--- src/rtl/stall_slot_arbiter_pkg.sv ---
// rtl/stall_slot_arbiter_pkg.sv - shared defaults and types for the stall slot arbiter
package stall_pkg;
  localparam int N_LANES_DEF = 4;
  localparam int DATA_W_DEF  = 32;
  localparam int DEPTH_DEF   = 8;

  localparam logic [31:0] EMPTY_WORD = 32'hFFFF_FFFF;

  typedef logic [$clog2(N_LANES_DEF)-1:0] lane_idx_t;
endpackage

--- src/rtl/stall_slot_arbiter_rr_pick.sv ---
// rtl/stall_slot_arbiter_rr_pick.sv - combinational round-robin picker starting at i_ptr
module rr_pick #(
  parameter int N = 4,
  parameter int W = 2
) (
  input  logic [N-1:0] i_req,
  input  logic [W-1:0] i_ptr,
  output logic [N-1:0] o_gnt,
  output logic [W-1:0] o_idx,
  output logic         o_any
);
  int w_j;

  always_comb begin
    o_gnt = '0;
    o_idx = '0;
    o_any = 1'b0;
    w_j   = 0;
    for (int k = 0; k < N; k++) begin
      w_j = int'(i_ptr) + k;
      if (w_j >= N) w_j = w_j - N;
      if (!o_any && i_req[w_j]) begin
        o_any      = 1'b1;
        o_gnt[w_j] = 1'b1;
        o_idx      = W'(w_j);
      end
    end
  end
endmodule

--- src/rtl/stall_slot_arbiter.sv ---
// rtl/stall_slot_arbiter.sv - round-robin stall manager for lanes sharing one consumer port
module stall_slot_arbiter
  import stall_pkg::*;
#(
  parameter int N_LANES = N_LANES_DEF,
  parameter int DATA_W  = DATA_W_DEF,
  parameter int DEPTH   = DEPTH_DEF,
  parameter int LANE_W  = $clog2(N_LANES)
) (
  input  logic                  clk,
  input  logic                  reset,
  input  logic [N_LANES-1:0]    lane_push,
  input  logic [N_LANES*DATA_W-1:0] lane_data,
  output logic [N_LANES-1:0]    lane_stall,
  input  logic                  out_ready,
  output logic                  out_valid,
  output logic [DATA_W-1:0]     out_data,
  output logic [LANE_W-1:0]     out_lane,
  output logic [N_LANES-1:0]    overflow_err,
  output logic [15:0]           fwd_count
);
  localparam int CNT_W = $clog2(DEPTH + 1);

  logic [CNT_W-1:0]   r_cnt [N_LANES];
  logic [LANE_W-1:0]  r_rr_ptr;
  logic               r_gq_valid;
  logic [LANE_W-1:0]  r_gq_lane;
  logic               r_out_valid;
  logic [DATA_W-1:0]  r_out_data;
  logic [LANE_W-1:0]  r_out_lane;
  logic [N_LANES-1:0] r_ovf;
  logic [15:0]        r_fwd_count;

  logic [N_LANES-1:0] w_req;
  logic [N_LANES-1:0] w_gnt;
  logic [LANE_W-1:0]  w_win;
  logic               w_any;
  logic [DATA_W-1:0]  w_sel_data;

  always_comb begin
    w_req = '0;
    for (int i = 0; i < N_LANES; i++) w_req[i] = lane_push[i] | (r_cnt[i] != '0);
  end

  rr_pick #(.N(N_LANES), .W(LANE_W)) u_pick (
    .i_req (w_req & {N_LANES{out_ready}}),
    .i_ptr (r_rr_ptr),
    .o_gnt (w_gnt),
    .o_idx (w_win),
    .o_any (w_any)
  );

  // Lanes must stay frozen for as long as reset is held, independent of the clock.
  assign lane_stall = reset ? '1 : ~w_gnt;

  always_comb begin
    w_sel_data = '0;
    for (int i = 0; i < N_LANES; i++)
      if (r_gq_lane == LANE_W'(i)) w_sel_data = lane_data[i*DATA_W +: DATA_W];
  end

  always_ff @(posedge clk or posedge reset) begin
    if (reset) begin
      for (int i = 0; i < N_LANES; i++) r_cnt[i] <= '0;
      r_ovf    <= '0;
      r_rr_ptr <= '0;
    end else begin
      for (int i = 0; i < N_LANES; i++) begin
        if (lane_push[i] && !w_gnt[i]) begin
          if (r_cnt[i] == CNT_W'(DEPTH)) r_ovf[i] <= 1'b1;
          else r_cnt[i] <= r_cnt[i] + 1'b1;
        end else if (!lane_push[i] && w_gnt[i]) begin
          r_cnt[i] <= r_cnt[i] - 1'b1;
        end
      end
      if (w_any)
        r_rr_ptr <= (w_win == LANE_W'(N_LANES - 1)) ? '0 : w_win + 1'b1;
    end
  end

  // The granted lane presents its word one cycle after the grant, hence two stages.
  always_ff @(posedge clk or posedge reset) begin
    if (reset) begin
      r_gq_valid  <= 1'b0;
      r_gq_lane   <= '0;
      r_out_valid <= 1'b0;
      r_out_data  <= '1;
      r_out_lane  <= '0;
      r_fwd_count <= '0;
    end else begin
      r_gq_valid  <= w_any;
      r_gq_lane   <= w_win;
      r_out_valid <= r_gq_valid;
      if (r_gq_valid) begin
        r_out_data  <= w_sel_data;
        r_out_lane  <= r_gq_lane;
        r_fwd_count <= r_fwd_count + 16'd1;
      end
    end
  end

  assign out_valid    = r_out_valid;
  assign out_data     = r_out_data;
  assign out_lane     = r_out_lane;
  assign overflow_err = r_ovf;
  assign fwd_count    = r_fwd_count;
endmodule

--- config.mk ---
export PLATFORM = sky130hd
export DESIGN_NAME = stall_slot_arbiter
export DESIGN_NICKNAME = d
export VERILOG_FILES = /design/src/rtl/stall_slot_arbiter_pkg.sv /design/src/rtl/stall_slot_arbiter_rr_pick.sv /design/src/rtl/stall_slot_arbiter.sv
export SDC_FILE = /design/constraint.sdc
export NUM_CORES = 1
export LEC_CHECK = 0
export CORE_ASPECT_RATIO = 0.9
export CORE_MARGIN = 8
export CORE_UTILIZATION = 29
export DETAILED_ROUTE_END_ITERATION = 6
export HOLD_SLACK_MARGIN = 0.08
export MAX_ROUTING_LAYER = met4
export PLACE_DENSITY = 0.68
export SYNTH_ARGS = -nofsm -noshare
export SYNTH_HDL_FRONTEND = slang
export SYNTH_SLANG_ARGS = --single-unit
--- constraint.sdc ---
create_clock -name clk -period 5.1 [get_ports clk]
set_input_delay 0.765 -clock clk [delete_from_list [all_inputs] [get_ports clk]]
set_output_delay 0.765 -clock clk [all_outputs]
set_load 0.005 [all_outputs]
==> results.md <==
- Synth Area per Inst: 12.7 um2
- CP peak stage delay: 0.68 ns
- Post-synth top area share: 22.2%
- Arr. time, crit path: 3.98 ns
- Slew at the pin with the worst max-slew slack: 1.04 ns
- Stages on worst setup path: 8
- Crit end category: output pin
- Met2 wire length: 7220 um
- Skew-Pair Late Insertion Delay: 0.33 ns
- Starting density of the core: 29.5%
- H-tree levels: 3
- Commonest cells post-synth: dfrtp_1, mux2_2, mux4_2, dfstp_2, nand2_1
- Met3 Wirelength: 1070 um
- Ports: 194
- Crit path capture: lane_stall[3]
- Largest net degree at the start of global routing: 41
- Min-Delay Path Class: flip-flop to flip-flop
- Clk slew on worst S/H paths: 0.06 ns
- Worst Setup Path Type: flip-flop to output pin
- Clock skew: 0.00335 ns
- # diodes: 0
- RSZ-0062 raised after global routing: false
- Syn Inst Count: 392
- Yosys reg bits: 76
- Setup TNS Final: 0 ns
- Max VDD drop: 0.000209 V
- Reg2reg end: r_cnt[3]
- Crit-path cells: inv_2 > ha_1 > o21ai_0 > o21a_1 > and3_2 > a221oi_4 > or2_2 > clkdlybuf4s50_1
- Final min period: 4.74 ns
- Required time worst endpoint: 4.34 ns
- Status: complete, no violations
- Max Slew Vio Count: 0
- Rel. slew slack: 30.8%
- Antenna violations before repair: 0
- # hold bufs at CTS: 0
- Final setup vio count: 0
- Cell Area, Synth: 4960 um2
- Drt total wl: 14600 um
- Std-Cell Rows: 45
- Library cells used by synthesis: 56
- First drt pass iteration count: 4
- Critical path startpoint category: flip-flop
- Via density: 5.14
- Power, Total: 3.89 mW
- Die Ht: 140 um
- GPL Wtd Cong: 0.957
- Most used DFF post-synth: dfrtp_1
- Vias in the first global route: 4331
- Synth area leader: dfrtp_1
- Slowest cell on the critical path: dfrtp_1
- Fin crit share: 93.0%
- Chip width: 154 um
- GRT Resource Usage Total: 14.2%
- Area contributors post-synth: dfrtp_1, dfstp_2, mux4_2, mux2_2, ha_1
- Synth Warn #: 0
- EDFF count, synth: 0
- Reg-to-reg setup timing slack: 0.56 ns
- Final non-filler cell total: 792
- CTS tree: done
- Root buf cell: clkbuf_16
- Area Growth Syn to Fin: 47.5%
- Metal1 wirelength: 6180 um
- Num CTS Buffers: 9
- Buffers plus inverters on the worst setup path: 2
- R2R cell count: 12
- Critical path's top delay family: compound AO/OA/AOI/OAI gates
- Global-route wire length before repair: 24100 um
- Max frequency: 0.211 GHz
- DR iter-0 viols: 365
- Final core utilization: 43.4%
- Residual DRC: 0
- Syn_nets: 548
- Die area: 21500 um2
- Clock buffer depth: 2
- Core area: 16800 um2
- # fillers: 1577
- Fin. Hold Viols: 0
- DP Wirelength: 11600 um
- DRT antenna net count: 0
- Synth async-reset ratio: 100%
- Post-synthesis sequential area ratio: 39.2%
- DP Cell Count: 776
- DR WL/cell: 18.5 um
- Clock Sinks: 76
- Crit-path max FO: 15
- Most numerous cell in the Yosys netlist: dfrtp_1
- Max_cap viols: 0
- Post-CTS Setup Inserts: 0
- Post-CTS Resized: 0
- Power per cell area: 533 nW/um2
- Layout net count: 732
- Pleak: 2.83 nW
- Port Buf Inserts: 193
- Total gr overflow: 0
- Share of cells above drive strength 1: 27.4%
- Via count: 4073
- Top Layer Used: met4
layer usage:
metal / track usage [%] / vias to the layer above
met1: 16.4 / 2005
met3: 4.74 / 15
met4: 3.30 / 0
li1: - / 1876
met5: - / -
met2: 23.8 / 177
cell families (layout without fill, tap and decap cells):
| group | count (synthesis) | after routing | share of synthesized area, % |
|---|---|---|---|
| flip-flops | 76 | 76 | 39.2 |
| XOR/XNOR | 24 | 24 | 4.24 |
| buffers and inverters | 32 | 221 | 3.76 |
| multiplexers | 80 | 80 | 25.5 |
| adder cells (fa/ha/maj) | 21 | 21 | 5.90 |
| AND/OR/NAND/NOR | 94 | 94 | 10.7 |
| AO/OA/AOI/OAI | 65 | 65 | 10.8 |
state kept, by name (all words and copies together) (netlist names), named ones only:
signal	count
fwd_count	16
out_data	32
out_lane	2
out_valid	1
overflow_err	4
r_cnt	16
r_gq_lane	2
r_gq_valid	1
r_rr_ptr	1
worst reg2reg max path, stage by stage, from the launching register on:
cell	delay, ns
dfrtp_1	0.68
inv_2	0.25
ha_1	0.59
o21ai_0	0.25
o21a_1	0.34
and3_2	0.31
a221oi_4	0.51
nand2_1	0.24
ha_1	0.34
a21o_2	0.21
a21o_1	0.21
or4_1	0.41
o221ai_1	0.10
cells in the final DEF, fill, tap and decap left out, types with 2 or more instances in the layout:
cell / synthesis / layout
o21bai_1: 5 / 5
ha_1: 17 / 17
or4_1: 4 / 4
a32oi_1: 2 / 2
o21ai_0: 8 / 8
dfrtp_1: 44 / 42
fa_1: 4 / 4
nor3_2: 3 / 3
o221ai_1: 4 / 4
dfrtp_2: 0 / 2
mux2_2: 40 / 40
mux2i_1: 6 / 6
xnor2_1: 12 / 12
clkdlybuf4s50_1: 0 / 193
a21oi_1: 7 / 7
inv_6: 0 / 4
buf_4: 0 / 4
and4_2: 3 / 3
nor3_1: 2 / 2
clkbuf_16: 0 / 9
or2_2: 4 / 4
inv_1: 7 / 6
o31ai_1: 7 / 7
inv_2: 1 / 2
and4_1: 2 / 2
and3_1: 5 / 5
xor2_1: 12 / 12
nand2_1: 23 / 23
dfstp_2: 32 / 32
a221oi_4: 3 / 3
a31oi_1: 2 / 2
nand3_1: 19 / 19
a21o_1: 7 / 7
nor2_1: 11 / 11
o22ai_1: 3 / 3
mux4_2: 33 / 33
a22o_2: 6 / 6
nand4_1: 8 / 8
nand2_2: 2 / 2
o21a_1: 3 / 3
power breakdown:
part / leakage, nW / switching [mW] / internal [mW]
sequential: 0.868 / 0.336 / 0.966
clock: 0.137 / 0.267 / 0.336
combinational: 1.82 / 0.808 / 1.18
total: 2.83 / 1.41 / 2.48
layout make-up:
type / instances / area (um2) / area share (%)
well taps: 211 / 264 / 3.61
multi-input cells: 284 / 2830 / 38.7
inverters: 8 / 30.0 / 0.411
flip-flops and latches: 76 / 1940 / 26.6
clock buffers: 9 / 225 / 3.08
clock inverters: 7 / 56.3 / 0.770
repair buffers: 197 / 1960 / 26.8
metrics by stage:
step | cell area [um2] | setup WS (ns) | hold slack [ns]
floorplan | 4960 | 1.29 | 0.392
global placement | 7030 | 0.554 | 0.463
detailed placement | 7030 | 0.378 | 0.461
CTS | 7310 | 0.409 | 0.484
global route | 7310 | 0.176 | 0.500
finish | 7310 | 0.358 | 0.482
how the worst min path moves through the flow:
stage / slack [ns] / from / endpoint / cells past startpoint
2_1_floorplan: 0.39 / r_gq_valid / out_valid / 0
3_3_place_gp: 0.46 / fwd_count[15] / fwd_count[15] / 1
3_5_place_dp: 0.46 / overflow_err[2] / overflow_err[2] / 1
4_1_cts: 0.48 / fwd_count[15] / fwd_count[15] / 1
5_1_grt: 0.50 / fwd_count[15] / fwd_count[15] / 1
6_report: 0.48 / overflow_err[2] / overflow_err[2] / 1
Power figures use the tool's default switching activity.
